File: src/rtl/stage_fifo.sv
// Valid/ready pipeline stage buffer: DEPTH-entry circular buffer with flush and occupancy output.
// Optional zero-latency bypass when empty is enabled by defining STAGE_FIFO_BYPASS_EN.
module stage_fifo #(
    parameter int unsigned DATA_W = 32,
    parameter int unsigned DEPTH  = 2
) (
    input  logic                       clk_i,
    input  logic                       rst_i,
    input  logic                       flush_i,
    input  logic                       s_valid_i,
    output logic                       s_ready_o,
    input  logic [DATA_W-1:0]          s_data_i,
    output logic                       m_valid_o,
    input  logic                       m_ready_i,
    output logic [DATA_W-1:0]          m_data_o,
    output logic [$clog2(DEPTH+1)-1:0] count_o
);

    localparam int unsigned PtrW = (DEPTH > 1) ? $clog2(DEPTH) : 1;
    localparam int unsigned CntW = $clog2(DEPTH + 1);
    localparam logic [CntW-1:0] FullCnt = CntW'(DEPTH);

    logic [DATA_W-1:0] mem_q [DEPTH];
    logic [PtrW-1:0]   rd_ptr_q, rd_ptr_d;
    logic [PtrW-1:0]   wr_ptr_q, wr_ptr_d;
    logic [CntW-1:0]   count_q, count_d;

    logic empty, full, byp_valid, byp_take, push, pop;

    // DEPTH is a power of two, so natural wrap works except for the single-entry case.
    function automatic logic [PtrW-1:0] ptr_inc(input logic [PtrW-1:0] p);
        return (DEPTH == 1) ? '0 : p + 1'b1;
    endfunction

    always_comb begin
        empty     = (count_q == '0);
        full      = (count_q == FullCnt);
        s_ready_o = ~full;
`ifdef STAGE_FIFO_BYPASS_EN
        byp_valid = empty & ~flush_i & s_valid_i;
`else
        byp_valid = 1'b0;
`endif
        m_valid_o = ~empty | byp_valid;
        m_data_o  = byp_valid ? s_data_i : mem_q[rd_ptr_q];
        // A beat consumed straight through the bypass never touches storage.
        byp_take  = byp_valid & m_ready_i;
        push      = s_valid_i & ~full & ~flush_i & ~byp_take;
        pop       = ~empty & m_ready_i;
    end

    always_comb begin
        count_d  = count_q;
        rd_ptr_d = rd_ptr_q;
        wr_ptr_d = wr_ptr_q;
        if (flush_i) begin
            count_d  = '0;
            rd_ptr_d = '0;
            wr_ptr_d = '0;
        end else begin
            if (push) wr_ptr_d = ptr_inc(wr_ptr_q);
            if (pop)  rd_ptr_d = ptr_inc(rd_ptr_q);
            case ({push, pop})
                2'b10:   count_d = count_q + 1'b1;
                2'b01:   count_d = count_q - 1'b1;
                default: count_d = count_q;
            endcase
        end
    end

    always_ff @(posedge clk_i or posedge rst_i) begin
        if (rst_i) begin
            count_q  <= '0;
            rd_ptr_q <= '0;
            wr_ptr_q <= '0;
        end else begin
            count_q  <= count_d;
            rd_ptr_q <= rd_ptr_d;
            wr_ptr_q <= wr_ptr_d;
        end
    end

    always_ff @(posedge clk_i or posedge rst_i) begin
        if (rst_i) begin
            for (int unsigned i = 0; i < DEPTH; i++) begin
                mem_q[i] <= '0;
            end
        end else if (push) begin
            mem_q[wr_ptr_q] <= s_data_i;
        end
    end

    assign count_o = count_q;

`ifndef SYNTHESIS
    count_le_depth: assert property (@(posedge clk_i) disable iff (rst_i) count_q <= FullCnt);
`endif

endmodule

File: config.mk
export PLATFORM = sky130hd
export DESIGN_NAME = stage_fifo
export DESIGN_NICKNAME = d
export VERILOG_FILES = /design/src/rtl/stage_fifo.sv
export SDC_FILE = /design/constraint.sdc
export NUM_CORES = 1
export LEC_CHECK = 0
export ABC_AREA = 1
export CORE_MARGIN = 4
export CORE_UTILIZATION = 45
export CTS_CLUSTER_SIZE = 10
export DETAILED_ROUTE_END_ITERATION = 6
export GPL_TIMING_DRIVEN = 1
export HOLD_SLACK_MARGIN = 0.12
export PLACE_DENSITY = 0.76
export SYNTH_ARGS = -nofsm -noshare
export SYNTH_HDL_FRONTEND = slang
export SYNTH_SLANG_ARGS = --single-unit
File: constraint.sdc
create_clock -name clk_i -period 1.95 [get_ports clk_i]
set_input_delay 0.39 -clock clk_i [delete_from_list [all_inputs] [get_ports clk_i]]
set_output_delay 0.39 -clock clk_i [all_outputs]
set_load 0.05 [all_outputs]
---- Word level (Yosys, flattened, before mapping) ----
Index checks and enable logic that the tools add are counted.
storage, ports and cells
  bits of input ports ..................... 37
  output and inout bits ................... 36
  register bits ........................... 68
  word-level logic and storage cells ...... 40
cells by class
  magnitude comparators ................... 3
  bitwise operators ....................... 8
  equal/unequal tests ..................... 3
  mux-type cells .......................... 12
  add/sub/neg operators ................... 4
  reduce and logical (&&, ||, !) cells .... 5
operators with widths
  operator             number
  $mux 32              4
  $bwmux 64            1
  $demux 32 s1         1
  $eq 2x2->1 const B   2
  $ge 2x2->1 const B   2
  $mux 1               4
  $not 1->2            2
  $pmux 2 s2           1
  $reduce_bool 2->1    2
  $and 1x1->1          3
  $not 1->1            3
  $reduce_bool 3->1    1
  $add 1x1->1 const B  2
  $add 2x1->2 const B  1
  $eq 2x1->1 const B   1
  $logic_not 2->1      1
  $lt 2x1->1 const B   1
  $mux 2               1
  $sub 2x1->2 const B  1
  $logic_and 1x1->1    1

---- Depth between registers and ports, before layout ----
  depth in word-level cells ............... 7
  mapped depth ............................ 8
  gate-level depth less buffers ........... 8

---- Worst setup path after synthesis ----
Ideal clock, no wire load.
  path kind ............................... register to register
  from .................................... register count_q[0], in the netlist count_o[0]
  to ...................................... register mem_q[50] (netlist bit)
  stages on the path, launching flop included .. 9
  period minus slack after synthesis ...... 1805 ps
  required time ........................... 1820 ps
  data arrival time ....................... 1674 ps
  setup time .............................. 130 ps
  path slack .............................. 145 ps
  path buffers ............................ 2
  path through ............................ dfrtp_1 inv_2 nand2_4 nand3_4 or2_1 buf_6 buf_6 nand2_1 o21ai_1
on the way
  cells in the longest elaborated chain, start to end .. 4
RTL lines
  item                            RTL line  source
  start: declaration              26        logic [CntW-1:0] count_q, count_d;
  start signal: assignment        77        count_q <= count_d;
  $eq 2x2->1                      37        full = (count_q == FullCnt);
  $not 1->1                       n/a
  named net s_ready_o             11        output logic s_ready_o,
  $and 1x1->1 (2 in a row)        48        push = s_valid_i & ~full & ~flush_i & ~byp_take;
  end signal: indexed assignment  89        mem_q[wr_ptr_q] <= s_data_i;
  end: declaration                23        logic [DATA_W-1:0] mem_q [DEPTH];
The timed path passes the listed nets, and every way through them passes these cells.
A chain may end at the register's enable or synchronous reset.

---- Worst setup path after layout ----
  from .................................... register rd_ptr_q
  to ...................................... output port m_data_o[21]
on the way
  cells in the longest elaborated chain, start to end .. 4
RTL lines
  item                                        RTL line  source
  start: declaration                          24        logic [PtrW-1:0] rd_ptr_q, rd_ptr_d;
  start signal: assignment                    78        rd_ptr_q <= rd_ptr_d;
  $not 1->2 (implied by the code)             45        m_data_o = byp_valid ? s_data_i : mem_q[rd_ptr_q];
  $mux 32 (implied by the code) (3 in a row)  45
  end: declaration                            15        output logic [DATA_W-1:0] m_data_o,
No other way between the ends. The select of a mux whose other input is x is not followed.

==> impl_results.md <==
* Initial core utilization at 0.463
* Fill cells at 612
* DIE HEIGHT at 91.4 um
* Power Total at 5.39 mW
* Number of port buffers at 72
* Minimum clock period at 1.84 ns
* Post-DP Area at 0.00386 mm^2
* Crit Path Category: register to output pin
* Crit share post-route at 0.941
* Worst hold margin at 0.430 ns
* Row cnt at 30
* Post-Layout Inst Area at 0.00408 mm^2
* Register-to-register path setup slack at 0.47 ns
* Max Clock Freq at 545 MHz
* Post-synthesis async set-or-reset flop share at 1.00
* Synth top area cells: dfrtp_1 54%, nand2_1 20%, o21ai_2 6.4%
* Register area at 0.00170 mm^2
* Via count of the first global-routing pass at 2526
* Slew @ Worst Pin at 0.480 ns
* Post-synthesis cell area at 0.00313 mm^2
* Net Sw Frac at 0.399
* Reg clk slew, reported paths at 0.07 ns
* Startpoint types: register
* Fin util at 0.603
* HP Class: primary input to async pin
* Critical Path RT at 1.56 ns
* Final hold violation count at 0
* Clk Latency, worst-skew pair at 0.33 ns
* LEAKAGE at 2.19 nW
* Routed len/inst at 12.2 um
* Share of cells above drive strength 1 at 0.193
* Dpl ws at 0.114 ns
* Syn. warnings at 0
* GR Util All Layers at 0.169
* Gates resized, CTS repair at 0
* Comb pwr share at 0.401
* First-pass GRT wire length at 11500 um
* Gr ovfl total at 0
* Largest net degree at the start of global routing at 42
* Net Count, Synth at 417
* Antenna Cells at 0
* CP Capture Type: output pin
* Die Span X at 91.4 um
* Clk buf depth at 2
* Final Setup Violations at 0
* Clk pwr share at 0.216
* Share of the synthesized area in the top cell type at 0.544
* Main synth FF type: dfrtp_1
* Fin nets at 490
* Seq pwr share at 0.382
* Full die area at 0.00835 mm^2
* CTS tree: done
* Number of synthesized flops with an enable pin at 0
* Setup WS post-layout at 0.115 ns
* Initial antenna violation count at 0
* Number of synthesized register bits at 68
* DRT antenna net count at 0
* Max-slew violation count at 0
* Via count at 2526
* H-tree depth at 3
* 1st-iter DRT viols at 96
* Inst Count DP at 522
* Top cells by count, synth: 169 x nand2_1, 68 x dfrtp_1, 41 x inv_1
* Max Clock Skew at 0.00509 ns
* Average cell area after synthesis at 8.23 um^2
* Multi-input gate area at 0.00115 mm^2
* DP HPWL at 4650 um
* Final wirelength at 6540 um
* Root Buffer: clkbuf_8
* Gate Count Post-Synth at 380
* Pwr Density at 1320 mW/mm^2
* I/O pins at 73
* Distinct cell type count after synthesis at 18
* Max_slew headroom at 0.679
* Psw at 2.15 mW
* Final GP Congestion at 0.829
* DRC viols at 0
* Area grow syn2layout at 30.2%
* Maxcap violations at 0
* Detailed Routing Iterations Pass 1 at 4
* Crit Path Max Fanout at 16
* Core area at 0.00676 mm^2
* RSZ-0062 raised after global routing: no
* Vias/cell at 4.70
* Postcts setup bufs at 0
* Status: finished, final reports clean
* Register area share after synthesis at 0.544
* Area leader, netlist: dfrtp_1
* Fin cells at 537
* CTS Buf Count at 9
* Final setup TNS at 0 ns
* Int Pwr at 3.24 mW
* Hold Buf Count CTS at 0
* Max VDD drop at 0.605 mV
* Worst Path Arrival at 1.45 ns
* CTS Sinks at 68
* Most common cell in the synthesized netlist: nand2_1
[power groups by stage]
stage	sequential (mW)	combinational, mW	clock, mW
after detailed placement	2.08	2.19	0
final	2.06	2.16	1.16
after global routing	2.11	2.36	1.26
after CTS	2.06	2.19	1.20
after floorplan	2.05	1.58	0
after global placement	2.06	2.14	0
[critical path, cell delays in order (launching register included)]
cell	delay (ns)
dfrtp_1	0.37
inv_1	0.17
buf_6	0.21
nand2_1	0.06
nand2_1	0.09
buf_4	0.21
[sequential cells by signal (all words and copies together), names as in the netlist]
name,flops
count_o,2
wr_ptr_q,1
mem_q,64
rd_ptr_q,1
[placed cells by master, fill, tap and decap left out]
| cell type | n |
|---|---|
| a21oi_1 | 1 |
| buf_12 | 4 |
| buf_4 | 40 |
| buf_6 | 2 |
| bufinv_16 | 1 |
| clkbuf_1 | 2 |
| clkbuf_8 | 12 |
| clkdlybuf4s50_1 | 36 |
| clkinvlp_4 | 1 |
| dfrtp_1 | 68 |
| inv_1 | 40 |
| inv_2 | 1 |
| nand2_1 | 169 |
| nand2_2 | 1 |
| nand2_4 | 1 |
| nand3_1 | 6 |
| nand3_4 | 1 |
| nor2_1 | 4 |
| o21ai_0 | 33 |
| o21ai_1 | 9 |
| o21ai_2 | 23 |
| or2_2 | 1 |
| xnor2_1 | 1 |
[path summary, 6_finish.rpt]
path	start	end	cells past startpoint
worst max-delay path	rd_ptr_q$_DFFE_PP0P_	m_data_o[21]	5
worst min-delay path	rst_i	mem_q[15]$_DFFE_PP0P_	2
worst max register to register	count_o[0]$_DFFE_PP0P_	mem_q[63]$_DFFE_PP0P_	7
worst min register to register	mem_q[22]$_DFFE_PP0P_	mem_q[22]$_DFFE_PP0P_	2
max in group asynchronous	rst_i	mem_q[5]$_DFFE_PP0P_	3
min in group clk_i	mem_q[22]$_DFFE_PP0P_	mem_q[22]$_DFFE_PP0P_	2
[metal layers]
metal	global-route usage	wire, um
met1	0.214	2860
met3	0.0323	285
met5	0	0
met2	0.285	3310
met4	0.0678	89
[layout make-up]
class / count / area share
multi-input cells: 250 / 0.281
clock inverters: 1 / 0.00737
clock buffers: 14 / 0.0424
well taps: 80 / 0.0246
flip-flops and latches: 68 / 0.418
inverters: 42 / 0.0396
repair buffers: 82 / 0.187
[kinds of logic after synthesis]
group,count (synthesis),share of synthesized area
XOR/XNOR,1,0.00280
buffers and inverters,62,0.0900
AND/OR/NAND/NOR,183,0.230
flip-flops,68,0.544
AO/OA/AOI/OAI,66,0.133
Note: power is estimated with default switching activity, not from simulation.
